[src/rtl/seg7_mux_display.sv]
// Multiplexed 7-segment driver: serial double-dabble binary-to-BCD conversion,
// one-hot digit scan, leading-zero blanking, overflow dashes and optional inversion.
module seg7_mux_display #(
    parameter int DIGITS      = 2,
    parameter int BIN_W       = 7,
    parameter int REFRESH_DIV = 50000,
    parameter int ACTIVE_LOW  = 0
) (
    input  logic              clk,
    input  logic              rst_n,
    input  logic [BIN_W-1:0]  value,
    input  logic              load,
    input  logic              blank_lz,
    output logic              busy,
    output logic              overflow,
    output logic [6:0]        seg,
    output logic [DIGITS-1:0] an
);

    function automatic int unsigned pow10(input int n);
        int unsigned p;
        p = 1;
        for (int i = 0; i < n; i++) p = p * 10;
        return p;
    endfunction

    // Accumulator must hold every decimal digit of a BIN_W-bit value, and at least DIGITS.
    localparam int NBCD0 = (BIN_W * 3) / 10 + 1;
    localparam int NBCD  = (NBCD0 > DIGITS) ? NBCD0 : DIGITS;
    localparam int IDX_W = (DIGITS > 1) ? $clog2(DIGITS) : 1;
    localparam int CNT_W = $clog2(REFRESH_DIV);
    localparam int BC_W  = $clog2(BIN_W + 1);
    localparam logic [31:0] MAXV = 32'(pow10(DIGITS) - 1);

    localparam logic [0:0] S_IDLE = 1'b0;
    localparam logic [0:0] S_CONV = 1'b1;

    function automatic logic [6:0] pattern(input logic [3:0] d);
        case (d)
            4'd0:    return 7'h3F;
            4'd1:    return 7'h06;
            4'd2:    return 7'h5B;
            4'd3:    return 7'h4F;
            4'd4:    return 7'h66;
            4'd5:    return 7'h6D;
            4'd6:    return 7'h7D;
            4'd7:    return 7'h07;
            4'd8:    return 7'h7F;
            4'd9:    return 7'h6F;
            default: return 7'h00;
        endcase
    endfunction

    logic [0:0]                state_q, state_d;
    logic [BIN_W-1:0]          bin_q, bin_d, bin_sh;
    logic [NBCD-1:0][3:0]      bcd_q, bcd_d, bcd_adj, bcd_sh;
    logic [BC_W-1:0]           bitcnt_q, bitcnt_d;
    logic [DIGITS-1:0][3:0]    dig_q, dig_d;
    logic                      ovf_q, ovf_d, ovf_nxt_q, ovf_nxt_d;
    logic [CNT_W-1:0]          refcnt_q, refcnt_d;
    logic [IDX_W-1:0]          idx_q, idx_d;
    logic [6:0]                seg_q, seg_d;
    logic [DIGITS-1:0]         an_q, an_d;
    logic [DIGITS-1:0]         upper_zero;

    // One double-dabble step: correct nibbles >=5, then shift {bcd,bin} left.
    always_comb begin
        bcd_adj = bcd_q;
        for (int i = 0; i < NBCD; i++)
            if (bcd_q[i] >= 4'd5) bcd_adj[i] = bcd_q[i] + 4'd3;
        {bcd_sh, bin_sh} = {bcd_adj, bin_q} << 1;
    end

    always_comb begin
        state_d   = state_q;
        bin_d     = bin_q;
        bcd_d     = bcd_q;
        bitcnt_d  = bitcnt_q;
        dig_d     = dig_q;
        ovf_d     = ovf_q;
        ovf_nxt_d = ovf_nxt_q;
        case (state_q)
            S_IDLE: if (load) begin
                state_d   = S_CONV;
                bin_d     = value;
                bcd_d     = '0;
                bitcnt_d  = '0;
                ovf_nxt_d = 32'(value) > MAXV;
            end
            default: begin
                bin_d    = bin_sh;
                bcd_d    = bcd_sh;
                bitcnt_d = bitcnt_q + 1'b1;
                if (bitcnt_q == BC_W'(BIN_W - 1)) begin
                    state_d = S_IDLE;
                    dig_d   = bcd_sh[DIGITS-1:0];
                    ovf_d   = ovf_nxt_q;
                end
            end
        endcase
    end

    // upper_zero[k]: digits k..DIGITS-1 are all zero.
    always_comb begin
        logic acc;
        acc        = 1'b1;
        upper_zero = '0;
        for (int k = DIGITS - 1; k >= 0; k--) begin
            acc           = acc & (dig_q[k] == 4'd0);
            upper_zero[k] = acc;
        end
    end

    always_comb begin
        refcnt_d = refcnt_q + 1'b1;
        idx_d    = idx_q;
        if (refcnt_q == CNT_W'(REFRESH_DIV - 1)) begin
            refcnt_d = '0;
            idx_d    = (idx_q == IDX_W'(DIGITS - 1)) ? '0 : idx_q + 1'b1;
        end
        an_d = DIGITS'(1) << idx_q;
        if (ovf_q)
            seg_d = 7'h40;
        else if (blank_lz && idx_q != '0 && upper_zero[idx_q])
            seg_d = 7'h00;
        else
            seg_d = pattern(dig_q[idx_q]);
    end

    always_ff @(posedge clk) begin
        if (!rst_n) begin
            state_q   <= S_IDLE;
            bin_q     <= '0;
            bcd_q     <= '0;
            bitcnt_q  <= '0;
            dig_q     <= '0;
            ovf_q     <= 1'b0;
            ovf_nxt_q <= 1'b0;
            refcnt_q  <= '0;
            idx_q     <= '0;
            seg_q     <= '0;
            an_q      <= '0;
        end else begin
            state_q   <= state_d;
            bin_q     <= bin_d;
            bcd_q     <= bcd_d;
            bitcnt_q  <= bitcnt_d;
            dig_q     <= dig_d;
            ovf_q     <= ovf_d;
            ovf_nxt_q <= ovf_nxt_d;
            refcnt_q  <= refcnt_d;
            idx_q     <= idx_d;
            seg_q     <= seg_d;
            an_q      <= an_d;
        end
    end

    assign busy     = (state_q == S_CONV);
    assign overflow = ovf_q;
    assign seg      = (ACTIVE_LOW != 0) ? ~seg_q : seg_q;
    assign an       = (ACTIVE_LOW != 0) ? ~an_q  : an_q;

endmodule

[config.mk]
export PLATFORM = sky130hd
export DESIGN_NAME = seg7_mux_display
export DESIGN_NICKNAME = d
export VERILOG_FILES = /design/src/rtl/seg7_mux_display.sv
export SDC_FILE = /design/constraint.sdc
export NUM_CORES = 1
export LEC_CHECK = 0
export CORE_MARGIN = 5
export CORE_UTILIZATION = 30
export DETAILED_ROUTE_END_ITERATION = 8
export PLACE_DENSITY = 0.47
export SKIP_CTS_REPAIR_TIMING = 1
export SLEW_MARGIN = 40
export SYNTH_ARGS = -nofsm -noshare
export SYNTH_HDL_FRONTEND = slang
export SYNTH_SLANG_ARGS = --single-unit
[constraint.sdc]
create_clock -name clk -period 1.9 [get_ports clk]
set_clock_uncertainty 0.15 [all_clocks]
set_input_delay 0.38 -clock clk [delete_from_list [all_inputs] [get_ports clk]]
set_output_delay 0.38 -clock clk [all_outputs]
set_load 0.02 [all_outputs]
==> flow_summary.toml <==
[run_status]
status = "finished, final reports clean"

[yosys]
syn_area_per_cell_um2 = 8.78
yosysSeqAreaShare_pct = 43.7
yosys.area.top_type = "dfxtp_1"
syn_area_um2 = 2520
synthCells = 287
synth-xor-area-share_pct = 5.91
muxShareOfSynthArea_pct = 6.50
synth_compound_area_share_pct = 11.4
yosysTopAreaCellShare_pct = 43.7
ys_top_cells_by_area = "dfxtp_1 (44%), nor2_1 (7.4%), ha_1 (6.5%)"
synth_top_family_by_area = "simple AND/OR/NAND/NOR gates"
synthSimpleGateAreaFrac_pct = 22.0
syn-num-nets = 311
ys_ff_latch = 55
synthDistinctLibCells = 43
ys_warn_count = 0
synthAdderAreaFrac_pct = 6.45

[place]
globalplace.congestion = 0.798
detailed_place_hpwl_um = 3730
io_buffers = 21
dpl-instance-area_um2 = 2980

[setup_path]
start_kind = "flop"
setup.worst_path.class = "reg2out"
worst_path_dominant_cell_family = "buffers and inverters"
rrSetupSlack_ns = 0.14
worst_r2r_endpoint = "dig_q[2]"
critPathBufInv = 1
cp.required_ns = 1.37
crit_path_start = "overflow"
critPathCaptureType = "output port"
crit_slowest_cell = "clkdlybuf4s50_1"
regToRegStartpoint = "bcd_q[0]"
crit_fanout = 2
reg2reg_depth = 6
cp_slowest_stage_delay_ns = 0.61
crit_arrival_ns = 1.26
worstSetupEndpoint = "overflow"
crit_chain = "clkdlybuf4s50_1"
crit_cells = 1

[die]
die_w_um = 102
dieArea_um2 = 10300
die_h_um = 102
core_um2 = 8220
initial_core_util_pct = 30.7
rows = 33
ios = 22

[finish]
area_growth_pct = 21.9
post-route-util_pct = 37.4
final_layout_size_suffix_gt1_share_pct = 11.1
final_area_um2 = 3070
diodes = 0
most-common-layout-cells = "dfxtp_1 (54), nor2_1 (50), a21oi_1 (23)"
layout_commonest_cell = "dfxtp_1"
seq_area_um2 = 1100
fill_cells = 852
multiInputGateArea_um2 = 1320
fin_nets = 347

[timing]
slew-limit-headroom_pct = 72.0
fmax_ghz = 0.557
rsz0062_at_grt = "no"
min_period_ns = 1.79
setup_violations = 0
slew_viol_final = 0
period_share_pct = 94.4
fin_setup_tns_ns = 0
holdWs_ns = 0.327
hold_viol_final = 0
tightest_slew_ns = 0.418

[min_path]
hold_start = "dig_q[1]"
hold_class = "reg2reg"

[grt]
met3_usage_pct = 2.13
grtUsageMet2_pct = 16.9
grt_overflow = 0
grt_pass1_wl_um = 8830
use_met1_pct = 13.8
grt_max_degree = 31
grt_pass1_vias = 1918
antenna_found_initial = 0
grtUsageTotal_pct = 10.4
top_usage_layer = "met2"

[pwr]
p_clk_share_pct = 32.1
total_power_mw = 2.02
leakage_nw = 1.14
p_comb_share_pct = 8.5
internal_power_mw = 1.53
power.net_switching_mw = 0.488
switching_share_pct = 24.2
power_frac_seq_pct = 59.3
peakVddDrop_mv = 0.304
pwr_density_cell_nw_per_um2 = 656

[routing]
drt_iter0_drc = 35
routedWlPerCell_um = 11.6
finalWirelength_um = 4990
drt_first_pass_iters = 4
drcViolationCount = 0
viasPerCell = 4.55
vias = 1952
antenna_left = 0

[cts]
cts_root_buf = "clkbuf_8"
cts_max_path_buffers = 2
cts-htree-levels = 2
cts.clk_slew.worst_paths_ns = 0.10
cts.sinks = 55
cts_made_buffers = 5
insertion_delay_ns = 0.31
cts_tree = "built"

[flow_run]
cap_violations = 0
## power by group through the flow
stage | Clock [mW] | Combinational (mW) | Sequential, mW
6_report | 0.648 | 0.172 | 1.20
5_1_grt | 0.724 | 0.194 | 1.20
4_1_cts | 0.685 | 0.175 | 1.20
3_5_place_dp | 0 | 0.174 | 1.22
3_3_place_gp | 0 | 0.173 | 1.22
2_1_floorplan | 0 | 0.0815 | 1.23
## flip-flops by register name, summed over array words and instances (netlist names)
| register | flops |
|---|---|
| an | 2 |
| dig_q | 8 |
| bitcnt_q | 3 |
| overflow | 1 |
| busy | 1 |
| bcd_q | 8 |
| idx_q | 1 |
| seg | 7 |
| ovf_nxt_q | 1 |
| bin_q | 7 |
| refcnt_q | 16 |
## Yosys cell counts
| master | number |
|---|---|
| a21oi_1 | 24 |
| nand4_2 | 1 |
| nor3b_1 | 5 |
| nand4bb_1 | 1 |
| nand2b_1 | 4 |
| or2_1 | 1 |
| nand3b_1 | 1 |
| buf_1 | 1 |
| nand4_1 | 2 |
| a32oi_1 | 1 |
| ha_1 | 13 |
| nor2_1 | 50 |
| and3_1 | 2 |
| or2_4 | 1 |
| a22oi_1 | 1 |
| nor4bb_1 | 2 |
| a311oi_1 | 1 |
| and2_1 | 4 |
| a21o_1 | 1 |
| nand3_1 | 6 |
| or4_1 | 1 |
| clkbuf_1 | 10 |
| o32ai_1 | 4 |
| mux2i_1 | 13 |
| inv_1 | 15 |
| xor2_1 | 3 |
| nor3_1 | 6 |
| nand3_2 | 1 |
| xnor2_1 | 14 |
| o31ai_1 | 1 |
| o311ai_0 | 2 |
| o22ai_1 | 4 |
| nand2_1 | 15 |
| nor2b_1 | 1 |
| mux2_2 | 3 |
| and3_2 | 1 |
| nor4b_1 | 1 |
| a211oi_1 | 2 |
| or3_1 | 2 |
| buf_2 | 1 |
| nor4_1 | 3 |
| dfxtp_1 | 55 |
| o21ai_0 | 7 |
## per-layer routing
metal  wire (um)  vias to the layer above  share of wire [%]
met1        2470                      865                 49
met2        2270                       32                 45
met4          44                        0               0.88
met3         206                        2                4.1
met5           0                        -                  0
li1            -                     1053                  -
## worst min-delay path by stage
stage | to | slack, ns | depth (start not counted)
after floorplan | refcnt_q[0] | 0.29 | 1
after global placement | dig_q[1] | 0.31 | 2
after detailed placement | dig_q[1] | 0.31 | 2
after CTS | dig_q[1] | 0.33 | 2
after global routing | refcnt_q[15] | 0.37 | 2
final | dig_q[1] | 0.33 | 2
## final cells by class
| type | instances | area share (%) |
|---|---|---|
| Clock buffer | 6 | 2.36 |
| Clock inverter | 2 | 0.529 |
| Inverter | 15 | 1.83 |
| Multi-Input combinational cell | 205 | 43.0 |
| Sequential cell | 55 | 35.9 |
| Tap cell | 105 | 4.28 |
| Timing Repair Buffer | 41 | 12.1 |
## stage by stage
step / instances / setup slack, ns
floorplan: 287 / 0.0999
global placement: 421 / -0.000690
detailed placement: 421 / 0.0729
CTS: 429 / 0.0828
global route: 429 / 0.0204
finish: 429 / 0.106
## logic make-up after synthesis
family,count (synthesis)
AOI/OAI and AO/OA,48
adders and majority gates,13
buffers and inverters,27
DFF,55
xor gates and xnor gates,17
and+or+nand+nor,111
muxes,16
Power figures use the tool's default switching activity.
